===== src/rtl/cpu_pkg.sv =====
// Shared encodings for the memory arbiter.
// State, grant and timer-width helpers.
package cpu_pkg;

  typedef enum logic [1:0] {
    IDLE   = 2'd0,
    IF_ACC = 2'd1,
    D_ACC  = 2'd2
  } arb_state_e;

  typedef enum logic {
    GNT_IF = 1'b0,
    GNT_D  = 1'b1
  } gnt_e;

  function automatic int cnt_w(input int t);
    return (t < 1) ? 1 : $clog2(t + 1);
  endfunction

endpackage


===== src/rtl/mem_arbiter_if.sv =====
// Requester and memory-port bundle for mem_arbiter.
// slave: arbiter view, master: environment view.
interface mem_arbiter_if #(
  parameter int ADDR_W = 16,
  parameter int DATA_W = 16
);

  logic              if_req;
  logic [ADDR_W-1:0] if_addr;
  logic [DATA_W-1:0] if_rdata;
  logic              if_done;

  logic              d_req;
  logic              d_we;
  logic [ADDR_W-1:0] d_addr;
  logic [DATA_W-1:0] d_wdata;
  logic [DATA_W-1:0] d_rdata;
  logic              d_done;

  logic              mem_req;
  logic              mem_we;
  logic [ADDR_W-1:0] mem_addr;
  logic [DATA_W-1:0] mem_wdata;
  logic [DATA_W-1:0] mem_rdata;
  logic              mem_ready;

  logic              needWait;
  logic              bus_err;

  modport slave (
    input  if_req, if_addr,
    input  d_req, d_we, d_addr, d_wdata,
    input  mem_rdata, mem_ready,
    output if_rdata, if_done,
    output d_rdata, d_done,
    output mem_req, mem_we,
    output mem_addr, mem_wdata,
    output needWait, bus_err
  );

  modport master (
    output if_req, if_addr,
    output d_req, d_we, d_addr, d_wdata,
    output mem_rdata, mem_ready,
    input  if_rdata, if_done,
    input  d_rdata, d_done,
    input  mem_req, mem_we,
    input  mem_addr, mem_wdata,
    input  needWait, bus_err
  );

endinterface


===== src/rtl/wait_timer.sv =====
// Saturating wait-state counter for one access.
// expired flags the TIMEOUT-th cycle without ready.
module wait_timer
  import cpu_pkg::*;
#(
  parameter int TIMEOUT = 15
) (
  input  logic clk,
  input  logic rst,
  input  logic clr,
  input  logic en,
  output logic expired
);

  localparam int CW = cnt_w(TIMEOUT);
  localparam int LAST_I = (TIMEOUT > 0) ? TIMEOUT - 1 : 0;
  localparam logic [CW-1:0] LAST = CW'(LAST_I);
  localparam logic [CW-1:0] SAT  = CW'(TIMEOUT);

  logic [CW-1:0] cnt_q, cnt_d;

  always_comb begin
    cnt_d = cnt_q;
    if (clr) begin
      cnt_d = '0;
    end else if (en && (cnt_q != SAT)) begin
      cnt_d = cnt_q + 1'b1;
    end
  end

  always_ff @(posedge clk) begin
    if (rst) begin
      cnt_q <= '0;
    end else begin
      cnt_q <= cnt_d;
    end
  end

  // A zero TIMEOUT disables expiry entirely
  assign expired = (TIMEOUT > 0) && en && !clr
                   && (cnt_q == LAST);

endmodule


===== src/rtl/mem_arbiter.sv =====
// Round-robin arbiter: fetch and data ports onto
// one memory port, with wait-state timeout.
module mem_arbiter
  import cpu_pkg::*;
#(
  parameter int ADDR_W  = 16,
  parameter int DATA_W  = 16,
  parameter int TIMEOUT = 15
) (
  input  logic          clk,
  input  logic          rst,
  mem_arbiter_if.slave  bus
);

  arb_state_e        state_q, state_d;
  gnt_e              last_q, last_d;
  logic              mem_req_q, mem_req_d;
  logic              mem_we_q, mem_we_d;
  logic [ADDR_W-1:0] mem_addr_q, mem_addr_d;
  logic [DATA_W-1:0] mem_wdata_q, mem_wdata_d;
  logic              if_done_q, if_done_d;
  logic              d_done_q, d_done_d;
  logic              bus_err_q, bus_err_d;
  logic [DATA_W-1:0] if_rdata_q, if_rdata_d;
  logic [DATA_W-1:0] d_rdata_q, d_rdata_d;

  logic in_acc;
  logic if_elig;
  logic d_elig;
  logic tmo;
  logic fin;

  assign in_acc = (state_q != IDLE);

  wait_timer #(
    .TIMEOUT (TIMEOUT)
  ) u_timer (
    .clk     (clk),
    .rst     (rst),
    .clr     (!in_acc),
    .en      (in_acc && !bus.mem_ready),
    .expired (tmo)
  );

  // A requester still seeing its done pulse is not re-granted
  assign if_elig = bus.if_req && !if_done_q;
  assign d_elig  = bus.d_req && !d_done_q;
  assign fin     = bus.mem_ready || tmo;

  always_comb begin
    state_d     = state_q;
    last_d      = last_q;
    mem_req_d   = mem_req_q;
    mem_we_d    = mem_we_q;
    mem_addr_d  = mem_addr_q;
    mem_wdata_d = mem_wdata_q;
    if_rdata_d  = if_rdata_q;
    d_rdata_d   = d_rdata_q;
    if_done_d   = 1'b0;
    d_done_d    = 1'b0;
    bus_err_d   = 1'b0;
    unique case (state_q)
      IDLE: begin
        if (if_elig && (!d_elig || last_q == GNT_D)) begin
          state_d     = IF_ACC;
          mem_req_d   = 1'b1;
          mem_we_d    = 1'b0;
          mem_addr_d  = bus.if_addr;
          mem_wdata_d = '0;
        end else if (d_elig) begin
          state_d     = D_ACC;
          mem_req_d   = 1'b1;
          mem_we_d    = bus.d_we;
          mem_addr_d  = bus.d_addr;
          mem_wdata_d = bus.d_wdata;
        end
      end
      IF_ACC: begin
        if (fin) begin
          state_d   = IDLE;
          mem_req_d = 1'b0;
          mem_we_d  = 1'b0;
          last_d    = GNT_IF;
          if_done_d = 1'b1;
          bus_err_d = !bus.mem_ready;
          if (bus.mem_ready) begin
            if_rdata_d = bus.mem_rdata;
          end
        end
      end
      D_ACC: begin
        if (fin) begin
          state_d   = IDLE;
          mem_req_d = 1'b0;
          mem_we_d  = 1'b0;
          last_d    = GNT_D;
          d_done_d  = 1'b1;
          bus_err_d = !bus.mem_ready;
          if (bus.mem_ready && !mem_we_q) begin
            d_rdata_d = bus.mem_rdata;
          end
        end
      end
      default: begin
        state_d   = IDLE;
        mem_req_d = 1'b0;
        mem_we_d  = 1'b0;
      end
    endcase
  end

  always_ff @(posedge clk) begin
    if (rst) begin
      state_q     <= IDLE;
      last_q      <= GNT_D;
      mem_req_q   <= 1'b0;
      mem_we_q    <= 1'b0;
      mem_addr_q  <= '0;
      mem_wdata_q <= '0;
      if_rdata_q  <= '0;
      d_rdata_q   <= '0;
      if_done_q   <= 1'b0;
      d_done_q    <= 1'b0;
      bus_err_q   <= 1'b0;
    end else begin
      state_q     <= state_d;
      last_q      <= last_d;
      mem_req_q   <= mem_req_d;
      mem_we_q    <= mem_we_d;
      mem_addr_q  <= mem_addr_d;
      mem_wdata_q <= mem_wdata_d;
      if_rdata_q  <= if_rdata_d;
      d_rdata_q   <= d_rdata_d;
      if_done_q   <= if_done_d;
      d_done_q    <= d_done_d;
      bus_err_q   <= bus_err_d;
    end
  end

  assign bus.mem_req   = mem_req_q;
  assign bus.mem_we    = mem_we_q;
  assign bus.mem_addr  = mem_addr_q;
  assign bus.mem_wdata = mem_wdata_q;
  assign bus.if_rdata  = if_rdata_q;
  assign bus.d_rdata   = d_rdata_q;
  assign bus.if_done   = if_done_q;
  assign bus.d_done    = d_done_q;
  assign bus.bus_err   = bus_err_q;

  assign bus.needWait = (bus.if_req & ~if_done_q)
                      | (bus.d_req & ~d_done_q);

endmodule


===== src/flat_wrapper.sv =====
// flat-port wrapper written by rule: the top's interface ports become plain ports
module mem_arbiter_flat import cpu_pkg::*;
#(
  parameter int ADDR_W  = 16,
  parameter int DATA_W  = 16,
  parameter int TIMEOUT = 15
)
  (clk, rst, bus_if_req, bus_if_addr, bus_d_req, bus_d_we, bus_d_addr, bus_d_wdata, bus_mem_rdata, bus_mem_ready, bus_if_rdata, bus_if_done, bus_d_rdata, bus_d_done, bus_mem_req, bus_mem_we, bus_mem_addr, bus_mem_wdata, bus_needWait, bus_bus_err);
  mem_arbiter_if #(.ADDR_W(ADDR_W), .DATA_W(DATA_W)) bus_i ();
  input  logic clk;
  input  logic rst;
  input wire logic [$bits(bus_i.if_req)-1:0] bus_if_req;
  input wire logic [$bits(bus_i.if_addr)-1:0] bus_if_addr;
  input wire logic [$bits(bus_i.d_req)-1:0] bus_d_req;
  input wire logic [$bits(bus_i.d_we)-1:0] bus_d_we;
  input wire logic [$bits(bus_i.d_addr)-1:0] bus_d_addr;
  input wire logic [$bits(bus_i.d_wdata)-1:0] bus_d_wdata;
  input wire logic [$bits(bus_i.mem_rdata)-1:0] bus_mem_rdata;
  input wire logic [$bits(bus_i.mem_ready)-1:0] bus_mem_ready;
  output wire logic [$bits(bus_i.if_rdata)-1:0] bus_if_rdata;
  output wire logic [$bits(bus_i.if_done)-1:0] bus_if_done;
  output wire logic [$bits(bus_i.d_rdata)-1:0] bus_d_rdata;
  output wire logic [$bits(bus_i.d_done)-1:0] bus_d_done;
  output wire logic [$bits(bus_i.mem_req)-1:0] bus_mem_req;
  output wire logic [$bits(bus_i.mem_we)-1:0] bus_mem_we;
  output wire logic [$bits(bus_i.mem_addr)-1:0] bus_mem_addr;
  output wire logic [$bits(bus_i.mem_wdata)-1:0] bus_mem_wdata;
  output wire logic [$bits(bus_i.needWait)-1:0] bus_needWait;
  output wire logic [$bits(bus_i.bus_err)-1:0] bus_bus_err;
  assign bus_i.if_req = bus_if_req;
  assign bus_i.if_addr = bus_if_addr;
  assign bus_i.d_req = bus_d_req;
  assign bus_i.d_we = bus_d_we;
  assign bus_i.d_addr = bus_d_addr;
  assign bus_i.d_wdata = bus_d_wdata;
  assign bus_i.mem_rdata = bus_mem_rdata;
  assign bus_i.mem_ready = bus_mem_ready;
  assign bus_if_rdata = bus_i.if_rdata;
  assign bus_if_done = bus_i.if_done;
  assign bus_d_rdata = bus_i.d_rdata;
  assign bus_d_done = bus_i.d_done;
  assign bus_mem_req = bus_i.mem_req;
  assign bus_mem_we = bus_i.mem_we;
  assign bus_mem_addr = bus_i.mem_addr;
  assign bus_mem_wdata = bus_i.mem_wdata;
  assign bus_needWait = bus_i.needWait;
  assign bus_bus_err = bus_i.bus_err;
  mem_arbiter #(.ADDR_W(ADDR_W), .DATA_W(DATA_W), .TIMEOUT(TIMEOUT)) u_core (.clk(clk), .rst(rst), .bus(bus_i));
endmodule

===== config.mk =====
export PLATFORM = sky130hd
export DESIGN_NAME = mem_arbiter_flat
export DESIGN_NICKNAME = d
export VERILOG_FILES = /design/src/rtl/cpu_pkg.sv /design/src/rtl/mem_arbiter_if.sv /design/src/rtl/wait_timer.sv /design/src/rtl/mem_arbiter.sv /design/src/flat_wrapper.sv
export SDC_FILE = /design/constraint.sdc
export NUM_CORES = 1
export LEC_CHECK = 0
export ABC_CLOCK_PERIOD_IN_PS = 1950
export CORE_MARGIN = 1
export CORE_UTILIZATION = 39
export DETAILED_ROUTE_END_ITERATION = 6
export PLACE_DENSITY = 0.74
export SLEW_MARGIN = 25
export SYNTH_ARGS = -nofsm -noshare
export SYNTH_HDL_FRONTEND = slang
export SYNTH_SLANG_ARGS = --single-unit

===== constraint.sdc =====
create_clock -name clk -period 1.95 [get_ports clk]
set_input_delay 0.195 -clock clk [delete_from_list [all_inputs] [get_ports clk]]
set_output_delay 0.195 -clock clk [all_outputs]
set_load 0.02 [all_outputs]

==> results.py <==
metrics = {
    "worst_setup_path": {
        "critPathRequiredTime_ns": 1.75,
        "worstSetupEndpointType": "primary output",
        "reg2reg_from": "u_core.state_q[0]",
        "ff2ff_path_depth": 8,
        "criticalPathCategory": "reg -> out",
        "r2r-end": "u_core.bus.mem_wdata[15]",
        "worstPathArrival_ns": 1.69,
        "reg2reg_slack_ns": 0.21,
        "cp_max_fo": 18,
        "cp-start-kind": "flip-flop",
    },
    "sta": {
        "hold_violations": 0,
        "relSlewSlack_pct": 51.6,
        "rsz0062_at_grt": "false",
        "tightestPinTransition_ns": 0.726,
        "period_needed_ns": 1.88,
        "fin_skew_ns": 0.0132,
        "slew_viol_final": 0,
        "holdWs_ns": 0.380,
        "setup-violations-final": 0,
        "fin_crit_sh_pct": 96.5,
        "max_freq_mhz": 531,
        "layout_setup_ws_ns": 0.0683,
    },
    "layout": {
        "nets": 607,
        "area_growth_pct": 51.4,
        "postLayoutCoreUtil_pct": 61.6,
        "diodes": 0,
        "final-seq-area_um2": 1520,
        "fillers": 668,
        "multi_input_area_um2": 1550,
        "drive_above_1_share_pct": 7.26,
    },
    "placement": {
        "gp_congestion": 0.785,
        "dp_hpwl_um": 6800,
        "preCtsSetupSlack_ns": -0.276,
        "port-buffer-count": 139,
    },
    "die": {
        "die-area_um2": 9040,
        "die_h_um": 95.1,
        "pin_count": 140,
        "die_w_um": 95.1,
        "rows": 33,
        "initial_core_util_pct": 40.7,
        "core_um2": 8300,
    },
    "power_and_ir_drop": {
        "switchingPower_uw": 1270,
        "p_int_uw": 2980,
        "pwr_density_cell_nw_per_um2": 831,
        "power.total_uw": 4250,
        "netSwitchingFraction_pct": 30.0,
        "clkPwrFrac_pct": 30.6,
        "power_frac_comb_pct": 27.9,
        "leakage_uw": 0.00188,
        "seqPwrFrac_pct": 41.5,
        "irDropWorstVdd_mv": 0.441,
    },
    "cts": {
        "cts_resized": 1,
        "clkTransAtPathRegs_ns": 0.08,
        "postCtsSetupBuffers": 0,
        "clock_sinks": 76,
        "cts_root_buf": "clkbuf_8",
        "hold_buffers": 0,
        "clock_latency_ns": 0.34,
        "numCtsBuffers": 9,
        "htree_levels": 3,
        "cts_tree": "yes",
        "clockBufferDepth": 2,
    },
    "logic_synthesis": {
        "async_flop_share_pct": 0,
        "synth_edf_count": 0,
        "synth_area_per_cell_um2": 8.53,
        "synthFlopType": "dfxtp_1",
        "syn_area_um2": 3380,
        "syn_nets": 471,
        "synth_cell_type_count": 41,
        "ys_seq_elements": 76,
        "yosys_warnings": 0,
        "seq_area_frac_synth_pct": 45.0,
        "syn-instance-count": 396,
    },
    "global_routing": {
        "globalRouteTotalUtil_pct": 21.6,
        "antenna_found_initial": 0,
        "grt_max_degree": 42,
        "grt_pass1_vias": 3245,
        "overflow": 0,
        "grt_pass1_wl_um": 15300,
    },
    "worst_hold_path": {
        "hold_end": "u_core.bus.mem_addr[15]",
        "min_path_type": "in -> reg",
        "hold_depth": 2,
        "worstHoldStart": "rst",
    },
    "drt": {
        "wirelength_um": 9690,
        "dr.pass1.iters": 4,
        "ant_nets": 0,
        "wl_per_cell_um": 15.1,
        "drc": 0,
        "num_vias": 3382,
        "via_per_inst": 5.27,
        "initialDrtViolationCount": 161,
    },
    "run_status": {
        "status": "finished clean",
    },
    "flow_run": {
        "cap_viol_max_count": 0,
    },
}
-- cell usage after synthesis (all sizes together) (2+ instances only) --
| master | n | area share (%) |
|---|---|---|
| dfxtp | 76 | 45 |
| and2b | 2 | 0.44 |
| nor3b | 3 | 0.81 |
| buf | 17 | 2.8 |
| ha | 5 | 1.9 |
| a311oi | 2 | 0.52 |
| nand2 | 67 | 7.4 |
| nand2b | 20 | 3.7 |
| a211oi | 2 | 0.44 |
| or3 | 2 | 0.37 |
| a21oi | 33 | 5.0 |
| o21ai | 20 | 3.0 |
| a221oi | 32 | 8.3 |
| o211ai | 2 | 0.59 |
| nor3 | 2 | 0.30 |
| nor2b | 2 | 0.37 |
| o32ai | 18 | 4.7 |
| and3b | 17 | 4.4 |
| nor2 | 2 | 0.22 |
| and2 | 2 | 0.37 |
| clkbuf | 16 | 1.8 |
| inv | 41 | 4.6 |
-- area by class of cell --
cell class	instances	area share, %
Sequential cell	76	29.7
Tap cell	105	2.57
Multi-Input combinational cell	245	30.3
Clock buffer	10	2.49
Inverter	42	3.08
Clock inverter	6	1.74
Timing Repair Buffer	158	30.1
-- layout by cell type, fill, tap and decap left out, types with 2 or more instances in the layout --
cell type / Yosys / layout
clkdlybuf4s50_1: 0 / 138
a221oi_1: 32 / 32
a311oi_1: 2 / 2
clkbuf_8: 0 / 9
and3b_1: 17 / 17
inv_1: 41 / 41
a211oi_1: 2 / 2
o21ai_0: 19 / 19
ha_1: 5 / 5
and2b_1: 2 / 2
nand2b_1: 20 / 20
nor2_1: 2 / 2
dfxtp_1: 76 / 76
clkinvlp_4: 0 / 2
nor3_1: 2 / 2
a21oi_1: 32 / 32
and2_1: 2 / 2
nor2b_1: 2 / 2
buf_4: 0 / 18
nor3b_1: 2 / 2
o32ai_1: 18 / 18
or3_1: 2 / 2
nand2_1: 67 / 67
bufinv_16: 0 / 2
-- worst max-delay path by stage --
stage	slack (ns)	cells past startpoint	start	end
floorplan	0.38	6	u_core.state_q[0]	u_core.u_timer.cnt_q[1]
global placement	-0.12	4	bus_d_req	u_core.bus.mem_addr[9]
detailed placement	-0.28	4	bus_d_req	u_core.bus.mem_addr[4]
CTS	0.07	4	u_core.bus.if_done	bus_needWait
global route	0.03	4	u_core.bus.if_done	bus_needWait
finish	0.07	4	u_core.bus.if_done	bus_needWait
-- critical path: stages (launching register included) --
cell and delay, ns:
dfxtp_1 0.32, buf_4 0.18, nand2b_1 0.17, nand2_1 0.07, clkdlybuf4s50_1 0.60
-- cell families after synthesis --
| group | after synthesis | share of synthesized area (%) |
|---|---|---|
| buffers and inverters | 75 | 9.26 |
| AO/OA/AOI/OAI | 116 | 24.3 |
| XOR/XNOR | 1 | 0.259 |
| flip-flops | 76 | 45.0 |
| AND/OR/NAND/NOR | 123 | 19.3 |
| adder cells (fa/ha/maj) | 5 | 1.85 |
-- metrics by stage --
stage / cell area [µm²] / setup TNS, ns / instances
after floorplan: 3380 / 0 / 396
after global placement: 4900 / -1.79 / 626
after detailed placement: 4900 / -3.92 / 626
after CTS: 5120 / 0 / 642
after global routing: 5120 / 0 / 642
final: 5120 / 0 / 642
-- layer usage --
layer  vias up  track usage (%)  part of all wire, %
met2       105             35.1                   49
met5         -                0                    0
met1      1588             27.6                   44
met3        20             3.91                  4.7
met4         0             9.97                  2.2
li1       1669                -                    -
-- power groups by stage --
stage                     combinational (µW)  clock (µW)  sequential, µW
after floorplan                          493           0            1940
after detailed placement                1180           0            1800
after global placement                  1150           0            1800
after global routing                    1280        1400            1780
after CTS                               1190        1320            1770
final                                   1190        1300            1770
-- registers in the layout (all words and copies together), names as in the netlist --
register	cells
u_core.bus.mem_we	1
u_core.last_q	1
u_core.bus.d_rdata	16
u_core.bus.mem_wdata	16
u_core.bus.bus_err	1
u_core.bus.d_done	1
u_core.state_q	2
u_core.u_timer.cnt_q	4
u_core.bus.mem_addr	16
u_core.bus.mem_req	1
u_core.bus.if_rdata	16
u_core.bus.if_done	1
No activity file was read; power rests on OpenSTA's default activity.
